$ cat src/rtl/uart_receiver.sv
// 8N1 UART receive front end: two-flop synchroniser, mid-bit sampling FSM,
// start-glitch rejection, stop-bit framing check and a break hold state.
module uart_receiver #(
  parameter int CLK_FREQ     = 27000000,
  parameter int BAUD         = 115200,
  parameter int CLKS_PER_BIT = CLK_FREQ / BAUD,
  parameter int HALF_BIT     = CLKS_PER_BIT / 2
) (
  input  logic       in_clk,
  input  logic       in_rst,
  input  logic       in_rx,
  output logic [7:0] out_data,
  output logic       out_data_en,
  output logic       out_frame_err,
  output logic       out_busy
);

  localparam int CW = $clog2(CLKS_PER_BIT);
  localparam logic [CW-1:0] CNT_LAST  = CW'(CLKS_PER_BIT - 1);
  localparam logic [CW-1:0] HALF_LAST = CW'(HALF_BIT - 1);

  typedef enum logic [2:0] {
    S_IDLE,
    S_START,
    S_DATA,
    S_STOP,
    S_BREAK
  } state_t;

  state_t        state_q, state_d;
  logic [CW-1:0] cnt_q, cnt_d;
  logic [2:0]    idx_q, idx_d;
  logic [7:0]    shift_q, shift_d;
  logic [7:0]    data_q, data_d;
  logic          data_en_q, data_en_d;
  logic          frame_err_q, frame_err_d;
  logic          busy_q, busy_d;
  logic          rx_meta_q, rx_meta_d;
  logic          rx_s_q, rx_s_d;

  // Synchroniser flops reset high so a reset never looks like a start edge.
  always_comb begin
    rx_meta_d = in_rx;
    rx_s_d    = rx_meta_q;
  end

  always_comb begin
    state_d     = state_q;
    cnt_d       = cnt_q;
    idx_d       = idx_q;
    shift_d     = shift_q;
    data_d      = data_q;
    data_en_d   = 1'b0;
    frame_err_d = 1'b0;
    unique case (state_q)
      S_IDLE: begin
        cnt_d = '0;
        idx_d = '0;
        if (!rx_s_q) state_d = S_START;
      end
      S_START: begin
        if (cnt_q == HALF_LAST) begin
          cnt_d = '0;
          idx_d = '0;
          // Line back high at the start-bit centre means it was a glitch.
          state_d = rx_s_q ? S_IDLE : S_DATA;
        end else begin
          cnt_d = cnt_q + CW'(1);
        end
      end
      S_DATA: begin
        if (cnt_q == CNT_LAST) begin
          cnt_d   = '0;
          shift_d = {rx_s_q, shift_q[7:1]};
          idx_d   = idx_q + 3'd1;
          if (idx_q == 3'd7) state_d = S_STOP;
        end else begin
          cnt_d = cnt_q + CW'(1);
        end
      end
      S_STOP: begin
        if (cnt_q == CNT_LAST) begin
          cnt_d = '0;
          if (rx_s_q) begin
            data_d    = shift_q;
            data_en_d = 1'b1;
            state_d   = S_IDLE;
          end else begin
            frame_err_d = 1'b1;
            state_d     = S_BREAK;
          end
        end else begin
          cnt_d = cnt_q + CW'(1);
        end
      end
      S_BREAK: begin
        cnt_d = '0;
        if (rx_s_q) state_d = S_IDLE;
      end
      default: begin
        cnt_d   = '0;
        state_d = S_IDLE;
      end
    endcase
    busy_d = (state_d != S_IDLE);
  end

  always_ff @(posedge in_clk) begin
    if (in_rst) begin
      rx_meta_q   <= 1'b1;
      rx_s_q      <= 1'b1;
      state_q     <= S_IDLE;
      cnt_q       <= '0;
      idx_q       <= '0;
      shift_q     <= '0;
      data_q      <= '0;
      data_en_q   <= 1'b0;
      frame_err_q <= 1'b0;
      busy_q      <= 1'b0;
    end else begin
      rx_meta_q   <= rx_meta_d;
      rx_s_q      <= rx_s_d;
      state_q     <= state_d;
      cnt_q       <= cnt_d;
      idx_q       <= idx_d;
      shift_q     <= shift_d;
      data_q      <= data_d;
      data_en_q   <= data_en_d;
      frame_err_q <= frame_err_d;
      busy_q      <= busy_d;
    end
  end

  assign out_data      = data_q;
  assign out_data_en   = data_en_q;
  assign out_frame_err = frame_err_q;
  assign out_busy      = busy_q;

endmodule

$ cat config.mk
export PLATFORM = sky130hd
export DESIGN_NAME = uart_receiver
export DESIGN_NICKNAME = d
export VERILOG_FILES = /design/src/rtl/uart_receiver.sv
export SDC_FILE = /design/constraint.sdc
export NUM_CORES = 1
export LEC_CHECK = 0
export ABC_AREA = 1
export CAP_MARGIN = 15
export CORE_ASPECT_RATIO = 0.5
export CORE_MARGIN = 4
export CORE_UTILIZATION = 35
export DETAILED_ROUTE_END_ITERATION = 10
export SLEW_MARGIN = 20
export SYNTH_ARGS = -nofsm -noshare
export SYNTH_HDL_FRONTEND = slang
export SYNTH_SLANG_ARGS = --single-unit
$ cat constraint.sdc
create_clock -name in_clk -period 1.7 [get_ports in_clk]
set_input_delay 0.255 -clock in_clk [delete_from_list [all_inputs] [get_ports in_clk]]
set_output_delay 0.255 -clock in_clk [all_outputs]
set_load 0.05 [all_outputs]
* After elaboration in Yosys (flattened, before gate mapping)
Cells that the tools add are included.
Widths: inputs -> output; s select.
** Word-level totals
- Register bits :: 35
- Bits of input ports :: 3
- Output and inout port bits :: 11
- Logic and storage cells :: 48
** Operators by class
- Add/sub/neg operators :: 2
- Eq/ne operators :: 9
- Mux-type cells :: 17
- Bitwise logic cells :: 2
- Reduce and logical (&&, ||, !) cells :: 8
** Operators by type and width (count)
- $mux 3 :: 9
- $mux 8 :: 2
- $pmux 8 s2 :: 1
- $pmux 3 s5 :: 1
- $pmux 3 s3 :: 1
- $add 8x1->8 const B :: 1
- $eq 8x7->1 const B :: 1
- $eq 8x8->1 const B :: 1
- $eq 3x2->1 const B :: 2
- $eq 3x3->1 const B :: 2
- $reduce_and 3->1 :: 2
- $reduce_bool 3->1 :: 2
- $ne 2x2->1 const B :: 2
- $add 3x1->3 const B :: 1
- $eq 3x1->1 const B :: 1
- $logic_not 3->1 :: 1
- $reduce_or 3->1 :: 1
- $mux 1 :: 2
- $mux 2 :: 1
- $not 1->1 :: 2
- $reduce_and 2->1 :: 1
- $reduce_or 2->1 :: 1

* Depth between registers and ports, before layout
- Depth in word-level cells :: 5
- Gate-level depth with buffers :: 10
- Mapped depth without buffers :: 10

* Worst setup path after synthesis
Ideal clock, no wire load.
- Kind :: register -> register
- From :: register cnt_q[1]
- To :: register cnt_q[7]
- Setup time :: 0.117 ns
- Data arrival time :: 1.231 ns
- Data required time :: 1.583 ns
- Slack :: 0.353 ns
- Stages on the path, launching flop included :: 10
- Buffers on the path :: 0
- Clock period less this slack :: 1.347 ns
- Path through :: dfxtp_1 -> inv_1 -> ha_1 -> nand2_1 -> nor2_1 -> nand2_1 -> nand2_2 -> nand3_1 -> nand2_2 -> nor2_1
** Between the ends
- Word-level cells in the longest chain between the ends :: 3
- Elaborated cells between the ends (all ways) :: 6
- Classes of those cells :: 1 x add/sub; 2 x eq/ne; 3 x mux
** RTL lines
- from (decl) :: line 31 : logic [CW-1:0] cnt_q, cnt_d;
- from (signal assigned) :: line 124 : cnt_q <= cnt_d;
- $add 8x1->8, or another cell as far along :: line 68, 78, 93
- $mux 8 (on tied branches) :: line 72, 82, 62
- $pmux 8 s2 * :: line 55 : unique case (state_q)
Every way passes the cells marked *; elsewhere a longest branch is shown, timed or not.
A chain may end at the register's enable or synchronous reset.

* Worst setup path in the final report
- From :: register cnt_q[1]
- To :: register data_q[0] (netlist: out_data[0])
** Between the ends
- Word-level cells in the longest chain between the ends :: 2
** RTL lines
- $eq 8x8->1 :: line 82 : if (cnt_q == CNT_LAST) begin
- $reduce_and 3->1 (no source line)
- to (signal assigned) :: line 127 : data_q <= data_d;
- to (decl) :: line 34 : logic [7:0] data_q, data_d;
Every way passes these cells.

==> out/qor.yml <==
routing:
  num_vias: 1244
  drt_iter0_drc: 69
  wirelength_um: 2848
  ant_nets: 0
  drc: 0
  drtPass1Iterations: 4
  vias_per_cell: 4.642
  post_drt_wl_per_cell_um: 10.63
cells_and_area:
  finalInstanceArea_um2: 1792
  n_antenna_cell: 0
  stdcell_count: 268
  num-nets-final: 221
  drive_gt1_share_pct: 17.76
  syn_to_final_growth_pct: 19.53
  layout_commonest_cell: "dfxtp_1"
  final_cell_mix: "dfxtp_1, nor2_1, nand2_1"
  fillers: 418
synthesis:
  synth_seq_cells: 35
  netlist_area_um2: 1499
  yosysTopAreaCell: "dfxtp_1"
  synth_cell_types: 26
  synthFlopType: "dfxtp_1"
  synth_compound_area_share_pct: 8.932
  synth_top_cell_area_share_pct: 46.74
  synth_edf_count: 0
  ys_async_sr_fraction_pct: 0
  syn_inst: 193
  synth_top_family_by_area: "simple AND/OR/NAND/NOR gates"
  muxShareOfSynthArea_pct: 0
  synth.area.top_cells: "dfxtp_1, nor2_1, nand2_1"
  yosysWarnings: 0
  synthAdderAreaFrac_pct: 4.174
  syn_area_per_cell_um2: 7.767
  synth-simple-area-share_pct: 30.47
  synth_xor_area_share_pct: 2.922
  ys_seq_area_share_pct: 46.74
  synth_fp_nets: 201
timing:
  period_needed_ps: 1543
  slew_headroom_pct: 77.44
  period_share_pct: 90.78
  maxSlewViolCount: 0
  finalSetupViolations: 0
  fin_setup_tns_ps: 0
  rsz0062_at_grt: "true"
  worst_slew_pin_slew_ps: 338.0
  hold_violations: 0
  fmax_mhz: 648.0
  skew_ps: 13.60
floorplan:
  core_um2: 4004
  dieArea_um2: 5457
  rows: 16
  initial_core_util_pct: 37.44
  die_y_um: 54.28
  io_pins: 14
  die_w_um: 100.6
place:
  hpwl_um: 2032
  place_area_um2: 1668
  place_congestion: 0.8606
  io_buffers: 13
  placedCellCount: 259
hold_path:
  min-delay-start: "rx_meta_q"
  whs_path_depth: 1
  hold_end: "rx_s_q"
  hold_class: "reg -> reg"
worst_setup_path:
  worstPathMaxFanout: 9
  startpoint_type: "flop"
  r2r-end: "out_data[0]"
  r2r_cells: 9
  worst-setup-path-type: "reg -> reg"
  end_kind: "flop"
  reg2reg_from: "cnt_q[1]"
  critical_path_arrival_ps: 1730
  cp.required_ps: 1880
  reg2reg_slack_ps: 160
global_routing:
  grt_max_degree: 14
  antenna_found_initial: 0
  grt_use_total_pct: 11.82
  first_global_vias: 1200
  grt_pass1_wl_um: 5023
  grt.overflow.total: 0
clock_tree:
  insertion_delay_ps: 290
  clkTransAtPathRegs_ps: 80
  cts-root-buf: "clkbuf_8"
  cts_max_level: 2
  cts.path.max_buffers: 2
  cts_setup_buffers: 0
  clock-sinks: 35
  cts_tree: "yes"
  numCtsBuffers: 5
flow_run:
  maxCapViolCount: 0
power:
  vdd_ir_drop_max_v: 0.0005537
  power.density_nw_per_um2: 915.0
  p_leak_nw: 0.7482
run_status:
  status: "finished clean"
==> per-stage QoR <==
| step | power [mW] | utilization, % | hold WS [ps] | worst slack [ps] |
|---|---|---|---|---|
| after detailed placement | 0.9008 | 41.66 | 402.1 | 111.1 |
| after global placement | 0.9007 | 41.66 | 394.5 | 144.6 |
| after global routing | 1.695 | 44.75 | 462.1 | -10.70 |
| after floorplan | 0.8837 | - | 324.1 | 352.8 |
| after CTS | 1.661 | 44.53 | 422.3 | 107.7 |
| final | 1.639 | 44.75 | 413.4 | 156.7 |
==> registers in the layout (all words and copies together), names as in the netlist <==
signal	count
out_busy	1
idx_q	3
state_q	3
out_data_en	1
out_frame_err	1
shift_q	8
cnt_q	8
rx_s_q	1
out_data	8
rx_meta_q	1
==> synth_stat cells, types with 2 or more instances <==
master and n:
a21oi_1 11, inv_1 18, inv_2 3, nand2_1 31
xor2_1 2, o21ai_0 9, nor2_1 34, nand3_1 17
nand2_2 3, nor2_2 2, xnor2_1 3, or2_2 2
nand4_1 5, ha_1 5, nor3_1 3, dfxtp_1 35
==> routing by layer <==
| layer | GRT usage [%] | up-vias | wire [µm] |
|---|---|---|---|
| met5 | 0 | - | 0 |
| met4 | 3.356 | 0 | 19 |
| met3 | 4.198 | 2 | 120 |
| met2 | 20.07 | 19 | 1223 |
| met1 | 14.49 | 561 | 1484 |
| li1 | - | 662 | - |
==> critical path, stage by stage (launching register included) <==
cell and delay, ps:
dfxtp_1 330, inv_1 100, ha_1 150, nand2_1 50, nor2_2 140, nand3_2 180, nor2_4 240, inv_4 90
nor2_1 100, nor2_1 50
==> power breakdown <==
part           internal [mW]  switching (mW)  total [mW]
sequential             0.826         0.00535       0.832
clock                  0.441           0.317       0.758
combinational         0.0194          0.0304      0.0498
total                   1.29           0.352        1.64
==> timing repair <==
action                                  in CTS  in global routing
hold buffers                                 0                  0
resized for setup                            0                  1
endpoints found under the setup margin       0                 29
==> area by class of cell <==
class | count | area [µm²] | share of cell area [%]
clock buffers | 5 | 68.82 | 3.841
clock inverters | 3 | 46.29 | 2.584
inverters | 22 | 85.08 | 4.749
multi-input cells | 134 | 705.7 | 39.39
flip-flops and latches | 35 | 700.7 | 39.11
well taps | 54 | 67.56 | 3.771
repair buffers | 15 | 117.6 | 6.564
==> worst max path at each step <==
stage | startpoint | endpoint | slack (ps)
after detailed placement | cnt_q[1] | out_data[0] | 110
after global placement | in_rst | out_busy | 140
after global routing | cnt_q[1] | out_data[3] | -10
final | cnt_q[1] | out_data[0] | 160
after floorplan | cnt_q[1] | cnt_q[7] | 350
after CTS | cnt_q[1] | out_data[0] | 110
==> kinds of logic (layout without fill, tap and decap cells) <==
family	after synthesis	count (layout)
buffers and inverters	25	45
AO/OA/AOI/OAI	23	23
XOR/XNOR	5	5
AND/OR/NAND/NOR	100	101
adder cells (fa/ha/maj)	5	5
flip-flops	35	35
(Power assumes the default switching activity.)
